## config.mk

```make
export PLATFORM = sky130hd
export DESIGN_NAME = pipe_stage_hs
export DESIGN_NICKNAME = d
export VERILOG_FILES = /design/src/rtl/pipe_pkg.sv /design/src/rtl/pipe_slot.sv /design/src/rtl/pipe_stage_hs.sv
export SDC_FILE = /design/constraint.sdc
export NUM_CORES = 1
export LEC_CHECK = 0
export CORE_ASPECT_RATIO = 1.25
export CORE_MARGIN = 2
export CORE_UTILIZATION = 56
export DETAILED_ROUTE_END_ITERATION = 6
export DONT_BUFFER_PORTS = 1
export PLACE_DENSITY = 0.77
export SYNTH_ARGS = -nofsm -noshare
export SYNTH_HDL_FRONTEND = slang
export SYNTH_HIERARCHICAL = 1
export SYNTH_SLANG_ARGS = --single-unit
```

## constraint.sdc

```tcl
create_clock -name clk -period 2.8 [get_ports clk]
set_input_delay 0.84 -clock clk [delete_from_list [all_inputs] [get_ports clk]]
set_output_delay 0.84 -clock clk [all_outputs]
set_load 0.02 [all_outputs]
```

## src/rtl/pipe_pkg.sv

```systemverilog
// ============================================================================
// Module   : pipe_pkg
// Purpose  : Shared types and constants for the elastic pipeline stage.
//            Holds the occupancy state enum, the default widths and the
//            saturating-counter maximum helper.
// Revision : 1.0 - initial release
// ============================================================================
`default_nettype none

package pipe_pkg;

  // The encoding equals the number of held entries, so occupancy can be
  // read straight out of the state register.
  typedef enum logic [1:0] {
    ST_EMPTY = 2'd0,
    ST_ONE   = 2'd1,
    ST_TWO   = 2'd2
  } pipe_state_t;

  localparam int DATA_W_DEF = 32;
  localparam int CTRL_W_DEF = 8;
  localparam int CNT_W_DEF  = 16;

  // All-ones value for a counter of the given width (widths up to 32).
  function automatic logic [31:0] sat_max(input int unsigned width);
    logic [31:0] v;
    if (width >= 32) begin
      v = 32'hFFFF_FFFF;
    end else begin
      v = (32'd1 << width) - 32'd1;
    end
    return v;
  endfunction

endpackage

`default_nettype wire

```

## src/rtl/pipe_slot.sv

```systemverilog
// ============================================================================
// Module   : pipe_slot
// Purpose  : One pipeline entry (payload + control field) with load enable
//            and a control-field clear.
// Ports    : clk, rst_n (async, active low)
//            i_load  - capture i_data/i_ctrl
//            i_clr   - zero the control field (wins over i_load); the
//                      payload keeps its stale value
//            i_data/i_ctrl -> o_data/o_ctrl (registered)
// Revision : 1.0 - initial release
// ============================================================================
`default_nettype none

module pipe_slot
  import pipe_pkg::*;
#(
  parameter int DATA_W = DATA_W_DEF,
  parameter int CTRL_W = CTRL_W_DEF
) (
  input  logic              clk,
  input  logic              rst_n,
  input  logic              i_load,
  input  logic              i_clr,
  input  logic [DATA_W-1:0] i_data,
  input  logic [CTRL_W-1:0] i_ctrl,
  output logic [DATA_W-1:0] o_data,
  output logic [CTRL_W-1:0] o_ctrl
);

  logic [DATA_W-1:0] r_data;
  logic [CTRL_W-1:0] r_ctrl;

  always_ff @(posedge clk or negedge rst_n) begin
    if (!rst_n) begin
      r_data <= '0;
      r_ctrl <= '0;
    end else if (i_clr) begin
      r_ctrl <= '0;
    end else if (i_load) begin
      r_data <= i_data;
      r_ctrl <= i_ctrl;
    end
  end

  assign o_data = r_data;
  assign o_ctrl = r_ctrl;

endmodule

`default_nettype wire

```

## src/rtl/pipe_stage_hs.sv

```systemverilog
// ============================================================================
// Module   : pipe_stage_hs
// Purpose  : Elastic valid/ready pipeline stage carrying a payload and a
//            control field, with flush, optional 2-entry skid buffer and a
//            saturating stall-cycle counter.
// Config   : PIPE_SKID_EN - when defined, adds the skid slot (TWO state),
//            registered o_in_ready, occupancy up to 2. When undefined, a
//            single slot with o_in_ready = !o_out_valid || i_out_ready.
// Ports    : clk, rst_n (async, active low), i_flush
//            i_in_valid/o_in_ready/i_in_data/i_in_ctrl   - upstream side
//            o_out_valid/i_out_ready/o_out_data/o_out_ctrl - downstream side
//            o_occupancy - entries held
//            i_clr_cnt/o_stall_cnt - stall counter clear / value
// Revision : 1.0 - initial release
// ============================================================================
`default_nettype none

module pipe_stage_hs
  import pipe_pkg::*;
#(
  parameter int DATA_W = DATA_W_DEF,
  parameter int CTRL_W = CTRL_W_DEF,
  parameter int CNT_W  = CNT_W_DEF
) (
  input  logic              clk,
  input  logic              rst_n,
  input  logic              i_flush,
  input  logic              i_in_valid,
  output logic              o_in_ready,
  input  logic [DATA_W-1:0] i_in_data,
  input  logic [CTRL_W-1:0] i_in_ctrl,
  output logic              o_out_valid,
  input  logic              i_out_ready,
  output logic [DATA_W-1:0] o_out_data,
  output logic [CTRL_W-1:0] o_out_ctrl,
  output logic [1:0]        o_occupancy,
  input  logic              i_clr_cnt,
  output logic [CNT_W-1:0]  o_stall_cnt
);

  localparam logic [CNT_W-1:0] C_CNT_MAX = CNT_W'(sat_max(CNT_W));

  pipe_state_t       r_state;
  pipe_state_t       w_state_nxt;
  logic              w_in_hs;
  logic              w_out_hs;
  logic              w_main_load;
  logic [DATA_W-1:0] w_main_src_data;
  logic [CTRL_W-1:0] w_main_src_ctrl;
  logic [DATA_W-1:0] w_main_data;
  logic [CTRL_W-1:0] w_main_ctrl;
  logic [CNT_W-1:0]  r_stall_cnt;

  assign o_out_valid = (r_state != ST_EMPTY);
  assign w_in_hs     = i_in_valid && o_in_ready;
  assign w_out_hs    = o_out_valid && i_out_ready;

`ifdef PIPE_SKID_EN
  logic              w_skid_load;
  logic [DATA_W-1:0] w_skid_data;
  logic [CTRL_W-1:0] w_skid_ctrl;

  // Ready depends only on the state register, breaking the ready chain.
  assign o_in_ready  = (r_state != ST_TWO);
  assign o_occupancy = r_state;

  // When draining from TWO the head is refilled from the skid slot.
  assign w_main_src_data = (r_state == ST_TWO) ? w_skid_data : i_in_data;
  assign w_main_src_ctrl = (r_state == ST_TWO) ? w_skid_ctrl : i_in_ctrl;

  pipe_slot #(
    .DATA_W (DATA_W),
    .CTRL_W (CTRL_W)
  ) u_skid_slot (
    .clk    (clk),
    .rst_n  (rst_n),
    .i_load (w_skid_load),
    .i_clr  (i_flush),
    .i_data (i_in_data),
    .i_ctrl (i_in_ctrl),
    .o_data (w_skid_data),
    .o_ctrl (w_skid_ctrl)
  );
`else
  // Accept when empty or when the head leaves this same cycle.
  assign o_in_ready      = !o_out_valid || i_out_ready;
  assign o_occupancy     = {1'b0, r_state[0]};
  assign w_main_src_data = i_in_data;
  assign w_main_src_ctrl = i_in_ctrl;
`endif

  always_ff @(posedge clk or negedge rst_n) begin
    if (!rst_n) begin
      r_state <= ST_EMPTY;
    end else begin
      r_state <= w_state_nxt;
    end
  end

  always_comb begin
    w_state_nxt = r_state;
    w_main_load = 1'b0;
`ifdef PIPE_SKID_EN
    w_skid_load = 1'b0;
`endif
    if (i_flush) begin
      // Handshakes in the flush cycle are discarded.
      w_state_nxt = ST_EMPTY;
    end else begin
      case (r_state)
        ST_EMPTY: begin
          if (w_in_hs) begin
            w_state_nxt = ST_ONE;
            w_main_load = 1'b1;
          end
        end
        ST_ONE: begin
          if (w_in_hs && w_out_hs) begin
            w_main_load = 1'b1;
`ifdef PIPE_SKID_EN
          end else if (w_in_hs) begin
            w_state_nxt = ST_TWO;
            w_skid_load = 1'b1;
`endif
          end else if (w_out_hs) begin
            w_state_nxt = ST_EMPTY;
          end
        end
`ifdef PIPE_SKID_EN
        ST_TWO: begin
          if (w_out_hs) begin
            w_state_nxt = ST_ONE;
            w_main_load = 1'b1;
          end
        end
`endif
        default: begin
          w_state_nxt = ST_EMPTY;
        end
      endcase
    end
  end

  pipe_slot #(
    .DATA_W (DATA_W),
    .CTRL_W (CTRL_W)
  ) u_main_slot (
    .clk    (clk),
    .rst_n  (rst_n),
    .i_load (w_main_load),
    .i_clr  (i_flush),
    .i_data (w_main_src_data),
    .i_ctrl (w_main_src_ctrl),
    .o_data (w_main_data),
    .o_ctrl (w_main_ctrl)
  );

  assign o_out_data = w_main_data;
  // A popped head keeps its ctrl bits in the slot; gating makes bubbles NOPs.
  assign o_out_ctrl = w_main_ctrl & {CTRL_W{o_out_valid}};

  always_ff @(posedge clk or negedge rst_n) begin
    if (!rst_n) begin
      r_stall_cnt <= '0;
    end else if (i_clr_cnt) begin
      r_stall_cnt <= '0;
    end else if (o_out_valid && !i_out_ready && (r_stall_cnt != C_CNT_MAX)) begin
      r_stall_cnt <= r_stall_cnt + 1'b1;
    end
  end

  assign o_stall_cnt = r_stall_cnt;

endmodule

`default_nettype wire

```

# ---- After elaboration in Yosys (flattened, before gate mapping)
# Cells that the tools add are included.
dict set report word_totals {
  regBits 58
  in_bits 46
  out_inout_bits 60
  word_cells 39
}
dict set report op_classes {
  n_addsub 1
  eq_ne 5
  n_mux 13
  n_bitwise 2
  n_reduce_logical 14
}
# cell count
set op_table {}
lappend op_table {{16-bit 2-to-1 mux} 2}
lappend op_table {{16-bit by 1-bit adder with 16-bit output (second input constant)} 1}
lappend op_table {{8-bit 2-to-1 mux} 2}
lappend op_table {{16-bit inequality test (second input constant)} 1}
lappend op_table {{3-bit inequality test (second input constant)} 3}
lappend op_table {{8-bit bitwise AND} 1}
lappend op_table {{2-bit 2-to-1 mux} 4}
lappend op_table {{2-bit nonzero test} 3}
lappend op_table {{1-bit logical AND} 5}
lappend op_table {{2-bit case mux with 2 select lines} 1}
lappend op_table {{1-bit 2-to-1 mux} 3}
lappend op_table {{3-bit AND reduction} 1}
lappend op_table {{2-bit by 1-bit == test with 1-bit output (second input constant)} 1}
lappend op_table {{1-bit zero test} 2}
lappend op_table {{2-bit zero test} 1}
lappend op_table {{1-bit case mux with 2 select lines} 1}
lappend op_table {{2-bit AND reduction} 1}
lappend op_table {{1-bit logical OR} 1}
lappend op_table {{1-bit inverter} 1}

# ---- Longest topological paths before layout
# Gate-level depths: netlist of the first run.
dict set report logic_depth {
  depth_word 10
  mapped_depth 8
}

# ---- Cells and area by module
# Netlist of the first run, hierarchy kept.
# module n_inst cells_each area_each_um2 seq_area_each_um2
set modules_own_cells {}
lappend modules_own_cells {pipe_slot 1 95 1691.6 1001.0}
lappend modules_own_cells {pipe_stage_hs 1 118 1116.1 425.4}

# ---- Worst setup path after synthesis of the first run
# No wires, ideal clock.
dict set report synth_timing {
  path_kind {input -> register}
  startpoint {in i_out_ready}
  endpoint {reg u_main_slot.r_data[0] (netlist: u_main_slot/o_data[0])}
  setup_ns 0.125
  arrival_time_ns 2.130
  slack_ns 0.544
  cell_stages 7
  n_path_buf 3
  cell_sequence {and2b_1 -> nor3b_1 -> buf_6 -> nor2b_4 -> buf_6 -> buf_12 -> mux2_4}
}
dict set report synth_between {
  elab_chain_cells 7
  word_cells_on_any_way 9
}
# element line_no
set synth_rtl {}
lappend synth_rtl {{start, declared} pipe_stage_hs.sv:33} ;# input logic i_out_ready,
lappend synth_rtl {{1-bit logical OR} pipe_stage_hs.sv:86} ;# assign o_in_ready = !o_out_valid || i_out_ready;
lappend synth_rtl {{1-bit logical AND} pipe_stage_hs.sv:55} ;# assign w_in_hs = i_in_valid && o_in_ready;
lappend synth_rtl {{1-bit logical AND} pipe_stage_hs.sv:118} ;# if (w_in_hs && w_out_hs) begin
lappend synth_rtl {{1-bit 2-to-1 mux} pipe_stage_hs.sv:118}
lappend synth_rtl {{1-bit case mux with 2 select lines (*)} pipe_stage_hs.sv:110} ;# case (r_state)
lappend synth_rtl {{1-bit 2-to-1 mux (*)} pipe_stage_hs.sv:106} ;# if (i_flush) begin
lappend synth_rtl {{via w_main_load} pipe_stage_hs.sv:47} ;# logic w_main_load;
lappend synth_rtl {{2-bit AND reduction (no line) (*)} --}
lappend synth_rtl {{end signal, assigned} pipe_slot.sv:40} ;# r_data <= i_data;
lappend synth_rtl {{end, declared} pipe_slot.sv:30} ;# logic [DATA_W-1:0] r_data;
# Mark *: on every way through the listed nets, which the timed path passes. The rest lies on a longest branch.
# A chain may end at the register's enable or synchronous reset.

# ---- Worst setup path after layout of the first run
dict set report layout_timing {
  startpoint {in i_out_ready}
  endpoint {out o_in_ready}
}
dict set report layout_between {
  elab_chain_cells 1
}
# element line_no
set layout_rtl {}
lappend layout_rtl {{1-bit logical OR} pipe_stage_hs.sv:86}
lappend layout_rtl {{end, declared} pipe_stage_hs.sv:29} ;# output logic o_in_ready,
# Every way passes these cells.

==> impl_metrics.toml, run 1 <==
[status]
status = "finished clean"

[synthesis]
netlist_instances = 213
syn-cell-area_sq_um = 2810
ys.warnings.count = 6
synth.distinct_cells = 41
postSynthAreaPerCell_sq_um = 13.2
yosysSeqAreaShare_pct = 50.8
synth_nets = 260
ys_ff_latch = 57

[setup_path]
crit_chain = "and2b_1 -> inv_1"
cp_max_fo = 4
slowest_stage = "and2b_1"
crit_type = "in -> out"
r2r_cells = 5
start_kind = "input pin"
rrSetupSlack_ns = 0.85
crit_buf_inv = 1
crit_path_end_kind = "primary output"
critPathArrivalTime_ns = 1.22
slowest_delay_ns = 0.19
reg2reg_to = "o_stall_cnt[10]"
r2r-start = "o_stall_cnt[0]"
required_ns = 1.96
cpLargestDelayFamily = "simple AND/OR/NAND/NOR gates"

[drt]
viasPerCell = 5.94
finalWirelength_um = 5160
wl_per_cell_um = 18.4
ant_nets = 0
drc_errors = 0
firstDrtPassIters = 4
vias = 1662
drt_iter0_markers = 70

[timing]
slew_viol_final = 0
fin_worst_skew_ns = 0.00994
setup_viol = 0
max_clock_freq_mhz = 486
period_share_pct = 73.4
tightest_slew_ns = 0.507
grt_setup_unrepaired = "false"
fin_crit_ns = 2.06
finalHoldViolations = 0
slew_headroom_pct = 65.8
final.setup.tns_ns = 0

[clocking]
cts_max_path_buffers = 2
h-tree-depth = 3
postCtsSetupBuffers = 0
cts_buffers = 9
postCtsResizedCells = 0
numClockSinks = 57
path_clk_slew_ns = 0.07
clk_latency_ns = 0.34
cts_tree = "built"
hold_buffers = 0
clockRootBuffer = "clkbuf_8"

[floorplan]
initial_core_util_pct = 58.5
top_level_ports = 106
die_y_um = 83.2
row_count = 28
die_x_um = 67.3
die_area_sq_um = 5600
core-area_sq_um = 4800

[final_layout]
drive_gt1_share_pct = 28.6
instances_no_fill = 280
diodes = 0
nets = 262
area_growth_pct = 7.62

[hold_path]
hold_path_class = "in -> async"

[placement]
gp_congestion = 0.782
dpl.cell_count = 264
place_hpwl_um = 3540
portBuffers = 0

[flow_run]
max_cap_violations = 0

[grt]
antenna_found_initial = 0
grt_overflow_total = 0
grt_first_pass_wirelength_um = 8310
grt_util_all_layers_pct = 19.8
grt_max_degree = 58
grt_pass1_vias = 1681

[power]
power_leakage_nw = 1.32
total_power_mw = 2.20
ir_drop_uv = 389
power_density_nw_per_um2 = 728
-- Yosys cell counts --
cell type	count	area share, %
buf_2	1	0.18
or2b_1	1	0.27
nor3_4	1	0.58
nor3_1	1	0.18
nor2_1	13	1.7
nand4_4	1	0.76
a31oi_1	3	0.67
and2_2	1	0.27
a21oi_1	13	2.3
nor2b_4	1	0.49
and4_4	1	0.40
and3b_1	1	0.31
inv_1	3	0.40
o31ai_1	8	2.1
ha_1	1	0.45
buf_6	3	1.2
clkbuf_1	2	0.27
nand2_1	7	0.94
or4_1	8	2.1
and4b_1	1	0.36
nor4_1	1	0.22
mux2i_1	9	3.2
buf_12	3	2.1
dfrtp_1	57	51
and2b_1	1	0.27
conb_1	1	0.13
nand3_1	2	0.36
and2_1	9	2.0
mux2_4	30	16
nor3b_1	1	0.27
or3_2	2	0.53
nand3_4	2	1.2
clkbuf_2	1	0.18
and4_1	1	0.31
mux2_2	5	2.0
nand2b_1	2	0.45
buf_4	2	0.53
o21ai_0	4	0.71
nor2b_1	3	0.67
nor4_4	1	0.76
nand4_1	5	1.1
-- cells by family (layout without fill, tap and decap cells) --
logic type | count (synthesis) | after routing | share of synthesized area [%]
flip-flops | 57 | 57 | 50.8
buffers and inverters | 15 | 22 | 4.90
other | 1 | 1 | 0.134
AO/OA/AOI/OAI | 28 | 28 | 5.84
multiplexers | 44 | 44 | 21.3
AND/OR/NAND/NOR | 67 | 67 | 16.6
adder cells (fa/ha/maj) | 1 | 1 | 0.446
-- how the worst max path moves through the flow --
stage                 from                      to  slack [ns]  cells past startpoint
5_1_grt         r_state[0]           o_out_ctrl[2]        0.69                      2
2_1_floorplan  i_out_ready   u_main_slot/o_data[0]        0.54                      7
3_3_place_gp   i_out_ready  u_main_slot/o_data[27]        0.53                      5
4_1_cts         r_state[0]           o_out_ctrl[5]        0.74                      2
6_report       i_out_ready              o_in_ready        0.74                      2
3_5_place_dp   i_out_ready  u_main_slot/o_data[27]        0.48                      5
-- placed cells by master (no fill, tap or decap), drive strengths merged --
| cell type | Yosys | routed |
|---|---|---|
| a21oi | 13 | 13 |
| a31oi | 3 | 3 |
| and2 | 10 | 10 |
| and2b | 1 | 1 |
| and3b | 1 | 1 |
| and4 | 2 | 2 |
| and4b | 1 | 1 |
| buf | 9 | 3 |
| bufinv | 0 | 2 |
| clkbuf | 3 | 12 |
| clkinvlp | 0 | 2 |
| conb | 1 | 1 |
| dfrtp | 57 | 57 |
| ha | 1 | 1 |
| inv | 3 | 3 |
| mux2 | 35 | 35 |
| mux2i | 9 | 9 |
| nand2 | 7 | 7 |
| nand2b | 2 | 2 |
| nand3 | 4 | 4 |
| nand4 | 6 | 6 |
| nor2 | 13 | 13 |
| nor2b | 4 | 4 |
| nor3 | 2 | 2 |
| nor3b | 1 | 1 |
| nor4 | 2 | 2 |
| o21ai | 4 | 4 |
| o31ai | 8 | 8 |
| or2b | 1 | 1 |
| or3 | 2 | 2 |
| or4 | 8 | 8 |
-- area by class of cell --
cell class	instances	area, sq um
inverters	3	11.3
clock buffers	12	155
flip-flops and latches	57	1430
multi-input cells	141	1240
repair buffers	3	35.0
fillers	367	1780
clock inverters	4	75.1
well taps	60	75.1
-- per-layer routing --
metal  vias to the layer above  share of wire [%]  track usage (%)
li1                        771                  -                -
met1                       807                 39             23.7
met2                        72                 49             30.3
met3                        12                9.2             8.27
met4                         0                2.3             9.46
met5                         -                  0                0
-- through the flow --
stage	utilization [%]	worst slack, ns	hold WS, ns	cell area, sq um
after floorplan	-	0.544	0.478	2810
after global placement	58.2	0.527	0.495	2790
after detailed placement	58.2	0.481	0.503	2790
after CTS	63.0	0.738	0.176	3020
after global routing	63.0	0.687	0.167	3020
final	63.0	0.744	0.191	3020
-- power breakdown --
group / total [mW] / switching (mW) / internal (mW)
clock network: 0.873 / 0.323 / 0.550
registers: 1.13 / 0.200 / 0.928
logic: 0.200 / 0.0564 / 0.143
total: 2.20 / 0.580 / 1.62
-- registers in the layout (all words and copies together), names as in the netlist --
| signal | cells |
|---|---|
| r_state | 1 |
| o_stall_cnt | 16 |
| u_main_slot/o_ctrl | 8 |
| u_main_slot/o_data | 32 |
(Power assumes the default switching activity.)
==> run 2: changes to the inputs <==
--- a/config.mk
+++ b/config.mk
@@ -10,7 +10,7 @@
 export CORE_UTILIZATION = 56
 export DETAILED_ROUTE_END_ITERATION = 6
 export DONT_BUFFER_PORTS = 1
-export PLACE_DENSITY = 0.77
+export PLACE_DENSITY = 0.8
 export SYNTH_ARGS = -nofsm -noshare
 export SYNTH_HDL_FRONTEND = slang
 export SYNTH_HIERARCHICAL = 1
==> constraint.sdc (replaced) <==
create_clock -name clk -period 1.7 [get_ports clk]
set_input_delay 0.51 -clock clk [delete_from_list [all_inputs] [get_ports clk]]
set_output_delay 0.51 -clock clk [all_outputs]
set_load 0.02 [all_outputs]
==> run 2 against run 1 <==
Compared with the run above:
- the flow now finishes with violations (hold timing, setup timing)
- register-to-register slack got worse by 0.83 ns
- non-clock buffer count grew 31
- first-iteration DRC count up 13%
- setup slack lost 0.77 ns
- sequential share of layout area shrank 3.6 points
- global-route usage up 1.2 points
==> impl_metrics.toml, run 2 (synthesis results as in run 1) <==
[setup_path]
crit_buf_inv = 3
cpLargestDelayFamily = "flip-flops"
crit_chain = "and2b_1 -> buf_6 -> inv_4 -> buf_12"
crit_path_end_kind = "primary output"
cp_max_fo = 3
crit_type = "reg -> out"
start_kind = "flop"
required_ns = 1.19
slowest_delay_ns = 0.42
slowest_stage = "dfrtp_2"
critPathArrivalTime_ns = 1.22

[floorplan]
row_count = 28
die_x_um = 67.3
die_y_um = 83.2
die_area_sq_um = 5600
core-area_sq_um = 4800
top_level_ports = 106
initial_core_util_pct = 58.5

[status]
status = "finished, violations left"
violations = "hold timing, setup timing"

[final_layout]
design_area_sq_um = 3280
final_common_cell = "dfrtp_1"
nets = 293
diodes = 0
drive_gt1_share_pct = 42.2
layout_common_cells = "dfrtp_1 (52), buf_4 (31), mux2_4 (30), a21oi_1 (13), nor2_1 (13)"
area_growth_pct = 17.0
fillers = 358
largest_reg_flops = 32

[power]
power_density_nw_per_um2 = 1050
ir_drop_uv = 589
power_leakage_nw = 1.47
total_power_mw = 3.46

[placement]
gp_congestion = 0.813
place_hpwl_um = 3920
portBuffers = 0
dpl_worst_slack_ns = -0.0893
placed_area_sq_um = 3020

[timing]
setup_viol = 1
final.setup.tns_ns = -0.0253
layout_setup_ws_ns = -0.0253
fin_crit_ns = 1.73
grt_setup_unrepaired = "true"
tightest_slew_ns = 0.491
period_share_pct = 101
fin_worst_skew_ns = 0.00791
finalHoldViolations = 57
slew_headroom_pct = 67.0
max_clock_freq_mhz = 580
whs_ns = -0.131
slew_viol_final = 0

[drt]
wl_per_cell_um = 18.7
drt_iter0_markers = 79
viasPerCell = 5.77
drc_errors = 0
firstDrtPassIters = 4
finalWirelength_um = 5810
ant_nets = 0
vias = 1795

[flow_run]
max_cap_violations = 0

[clocking]
numClockSinks = 57
cts_tree = "built"
h-tree-depth = 3
clk_latency_ns = 0.33
path_clk_slew_ns = 0.07
clockRootBuffer = "clkbuf_8"
cts_max_path_buffers = 2
cts_buffers = 9

[grt]
grt_overflow_total = 0
grt_pass1_vias = 1836
antenna_found_initial = 0
grt_max_degree = 58
grt_first_pass_wirelength_um = 8760
grt_util_all_layers_pct = 21.0

[hold_path]
hold_path_class = "in -> async"
## run 2: worst paths after layout
| kind | slack (ns) | depth (start not counted) | start | to |
|---|---|---|---|---|
| worst max-delay path | -0.03 | 4 | r_state[0] | o_in_ready |
| worst min-delay path | -0.13 | 0 | rst_n | u_main_slot/o_data[29] |
| worst max register to register | 0.02 | 5 | r_state[0] | u_main_slot/o_data[31] |
| worst min register to register | 0.52 | 2 | u_main_slot/o_ctrl[0] | u_main_slot/o_ctrl[0] |
| max in group asynchronous | 1.72 | 0 | rst_n | u_main_slot/o_data[31] |
| min in group clk | 0.23 | 1 | i_clr_cnt | o_stall_cnt[7] |
## run 2: area by class of cell
| type | instances | area, sq um | area share [%] |
|---|---|---|---|
| Inverter | 3 | 13.8 | 0.419 |
| Multi-Input combinational cell | 141 | 1280 | 39.0 |
| Timing Repair Buffer | 34 | 284 | 8.65 |
| Clock buffer | 11 | 141 | 4.30 |
| Tap cell | 60 | 75.1 | 2.29 |
| Clock inverter | 5 | 55.1 | 1.68 |
| Sequential cell | 57 | 1430 | 43.6 |
## run 2: worst reg2reg max path: cells and delay by family, from the launching register on
kind	cells	cell delay (ns)
flip-flops	1	0.42
AND/OR/NAND/NOR	3	0.60
buffers and inverters	1	0.20
multiplexers	1	0.35
## run 2: repair_timing
action,in CTS,in global routing
buffers inserted,3,4
pin swaps,0,4
hold endpoints to repair,57,57
setup endpoints to repair,1,36
resized for setup,3,4
## run 2: through the flow
stage / utilization, % / cells
floorplan: - / 213
global placement: 63.0 / 288
detailed placement: 63.0 / 288
CTS: 67.7 / 307
global route: 68.4 / 311
finish: 68.4 / 311
## run 2: routing by layer
metal	global-route usage, %	vias to the layer above	share of wire (%)
li1	-	836	-
met1	25.4	882	40
met2	33.4	70	51
met3	7.05	7	7.1
met4	9.28	0	1.7
met5	0	-	0
## run 2: report_power, final
group          leakage [nW]  total (mW)  internal (mW)  switching, mW
Sequential            0.716        1.86           1.53          0.329
Combinational         0.658       0.363          0.255          0.108
Clock                0.0953        1.24          0.711          0.528
Total                  1.47        3.46           2.50          0.965
==> run 3: changes to the inputs <==
--- a/config.mk
+++ b/config.mk
@@ -5,6 +5,7 @@
 export SDC_FILE = /design/constraint.sdc
 export NUM_CORES = 1
 export LEC_CHECK = 0
+export ABC_AREA = 1
 export CORE_ASPECT_RATIO = 1.25
 export CORE_MARGIN = 2
 export CORE_UTILIZATION = 56
==> run 3 against run 2 <==
Compared with the run above:
- clock skew decreased by 0.0012 ns
- the flow finishes with violations (hold timing)
- largest power group unchanged
- sequential power decreased by 4%
- clock-buffer cell count unchanged
- flip-flop and latch count unchanged
- synthesized area increased by 0.76%
- first-iteration DRC count increased by 100%
- global-route usage increased by 3.7 points
==> impl_metrics.toml, run 3 <==
[floorplan]
row_count = 28
die_x_um = 67.6
top_level_ports = 106
initial_core_util_pct = 58.9
core-area_sq_um = 4800
die_area_sq_um = 5640
die_y_um = 83.5

[drt]
wl_met1_um = 2500
drt_iter0_markers = 158
firstDrtPassIters = 4
vias = 2445
wl_met2_um = 3400
wl_per_cell_um = 14.6
maxUsedRoutingLayer = "met4"
met3_length_um = 582
finalWirelength_um = 6660
viasPerCell = 5.36
drc_errors = 0
ant_nets = 0

[placement]
dpl_worst_slack_ns = -0.0374
portBuffers = 0
gp_congestion = 0.855
place_hpwl_um = 4660

[synthesis]
syn-cell-area_sq_um = 2830
synth_common_cells = "nand2_1 (152), nand3_1 (67), dfrtp_1 (57)"
yosysSeqAreaShare_pct = 50.4
synth.distinct_cells = 25
netlist_instances = 367
postSynthAreaPerCell_sq_um = 7.71
synth-main-ff-cell = "dfrtp_1"
yosys.area.top_type = "dfrtp_1"
yosys.area.top_type_share_pct = 50.4
yosysMostFrequentCell = "nand2_1"
synth_nets = 414
async_reset_ff_share_pct = 100
ys.warnings.count = 6
ys_ff_latch = 57
synth_top_cells_by_area = "dfrtp_1 (50%), nand2_1 (20%), nand3_1 (12%)"
synth-edff-count = 0

[timing]
layout_setup_ws_ns = 0.0622
fin_worst_skew_ns = 0.00668
period_share_pct = 96.3
slew_viol_final = 0
fin_crit_ns = 1.64
setup_viol = 0
finalHoldViolations = 57
max_clock_freq_mhz = 611
whs_ns = -0.132
final.setup.tns_ns = 0

[final_layout]
fin_util_pct = 68.6
multiInputGateArea_sq_um = 1190
drive_gt1_share_pct = 15.2
largest_reg_flops = 32
register_area_sq_um = 1430
final_common_cell = "nand2_1"
fillers = 397
diodes = 0
area_growth_pct = 16.4
nets = 438
layout_common_cells = "nand2_1 (152), nand3_1 (67), dfrtp_1 (56), inv_1 (28), buf_4 (28)"

[grt]
grt_overflow_total = 0
grt_max_degree = 58
grt_first_pass_wirelength_um = 10600
antenna_found_initial = 0
grt_pass1_vias = 2380
grt_util_all_layers_pct = 24.7

[setup_path]
start_kind = "flop"
reg2reg_to = "o_stall_cnt[4]"
crit_type = "reg -> out"
crit_path_end_kind = "primary output"
r2r_cells = 8
critPathArrivalTime_ns = 1.13
rrSetupSlack_ns = 0.12
cp_max_fo = 3
r2r-start = "o_stall_cnt[0]"
required_ns = 1.19

[clocking]
cts_max_path_buffers = 2
clk_latency_ns = 0.33
numClockSinks = 57
h-tree-depth = 3
path_clk_slew_ns = 0.06
cts_buffers = 9
cts_tree = "built"
clockRootBuffer = "clkbuf_8"

[power]
power_leakage_nw = 1.85
ir_drop_uv = 712
power_density_nw_per_um2 = 1060

[status]
status = "finished, violations left"
violations = "hold timing"

[flow_run]
max_cap_violations = 0

[hold_path]
hold_path_class = "in -> async"
run 3: layout make-up:
cell class	instances	share of cell area (%)
sequential	57	43.4
multi-input combinational	261	36.2
timing repair buffer	31	7.67
clock buffer	11	4.60
inverter	31	3.53
clock inverter	5	2.36
tap	60	2.28
run 3: metrics by stage:
stage	cells	instance area (sq um)	power (mW)
after floorplan	367	2830	2.01
after global placement	438	3030	2.07
after detailed placement	438	3030	2.09
after CTS	454	3260	3.52
after global routing	456	3290	3.66
final	456	3290	3.50
run 3: power by group:
part	switching [mW]	internal, mW	total (mW)
sequential	0.282	1.51	1.79
combinational	0.178	0.103	0.281
clock	0.525	0.899	1.42
total	0.985	2.51	3.50
run 3: worst max-delay path by stage:
stage                     slack, ns  cells after the start                endpoint      startpoint
after detailed placement      -0.04                      5  u_main_slot/o_data[10]      i_in_valid
after global placement         0.04                      8         o_stall_cnt[12]  o_stall_cnt[0]
after CTS                      0.03                      3           o_out_ctrl[1]      r_state[0]
final                          0.06                      4              o_in_ready      r_state[0]
after global routing         -0.006                      4              o_in_ready      r_state[0]
after floorplan                0.05                      8          o_stall_cnt[2]  o_stall_cnt[0]
run 3: kinds of logic after synthesis:
kind of cell / Yosys count / share of synthesized area, %
simple gates: 251 / 38.5
flops: 57 / 50.4
fa+ha+maj: 1 / 0.442
buf+inv: 49 / 8.00
other cells: 1 / 0.133
xor+xnor: 5 / 1.55
compound gates: 3 / 0.929
run 3: what timing repair did:
action,4_1_cts,5_1_grt
endpoints found under the hold margin,57,57
buffers inserted,0,2
endpoints found under the setup margin,1,48
gates resized for setup,1,5
pin swaps,0,2
run 3: worst max-delay path: stages, from the launching register on:
cell	delay (ns)
dfrtp_1	0.36
inv_1	0.07
nor2_4	0.14
inv_2	0.07
buf_4	0.16
run 3: per-layer routing:
| layer | vias up | GRT usage (%) |
|---|---|---|
| met5 | - | 0 |
| met4 | 0 | 10.2 |
| met3 | 15 | 9.85 |
| met2 | 87 | 41.5 |
| met1 | 1144 | 26.7 |
| li1 | 1199 | - |
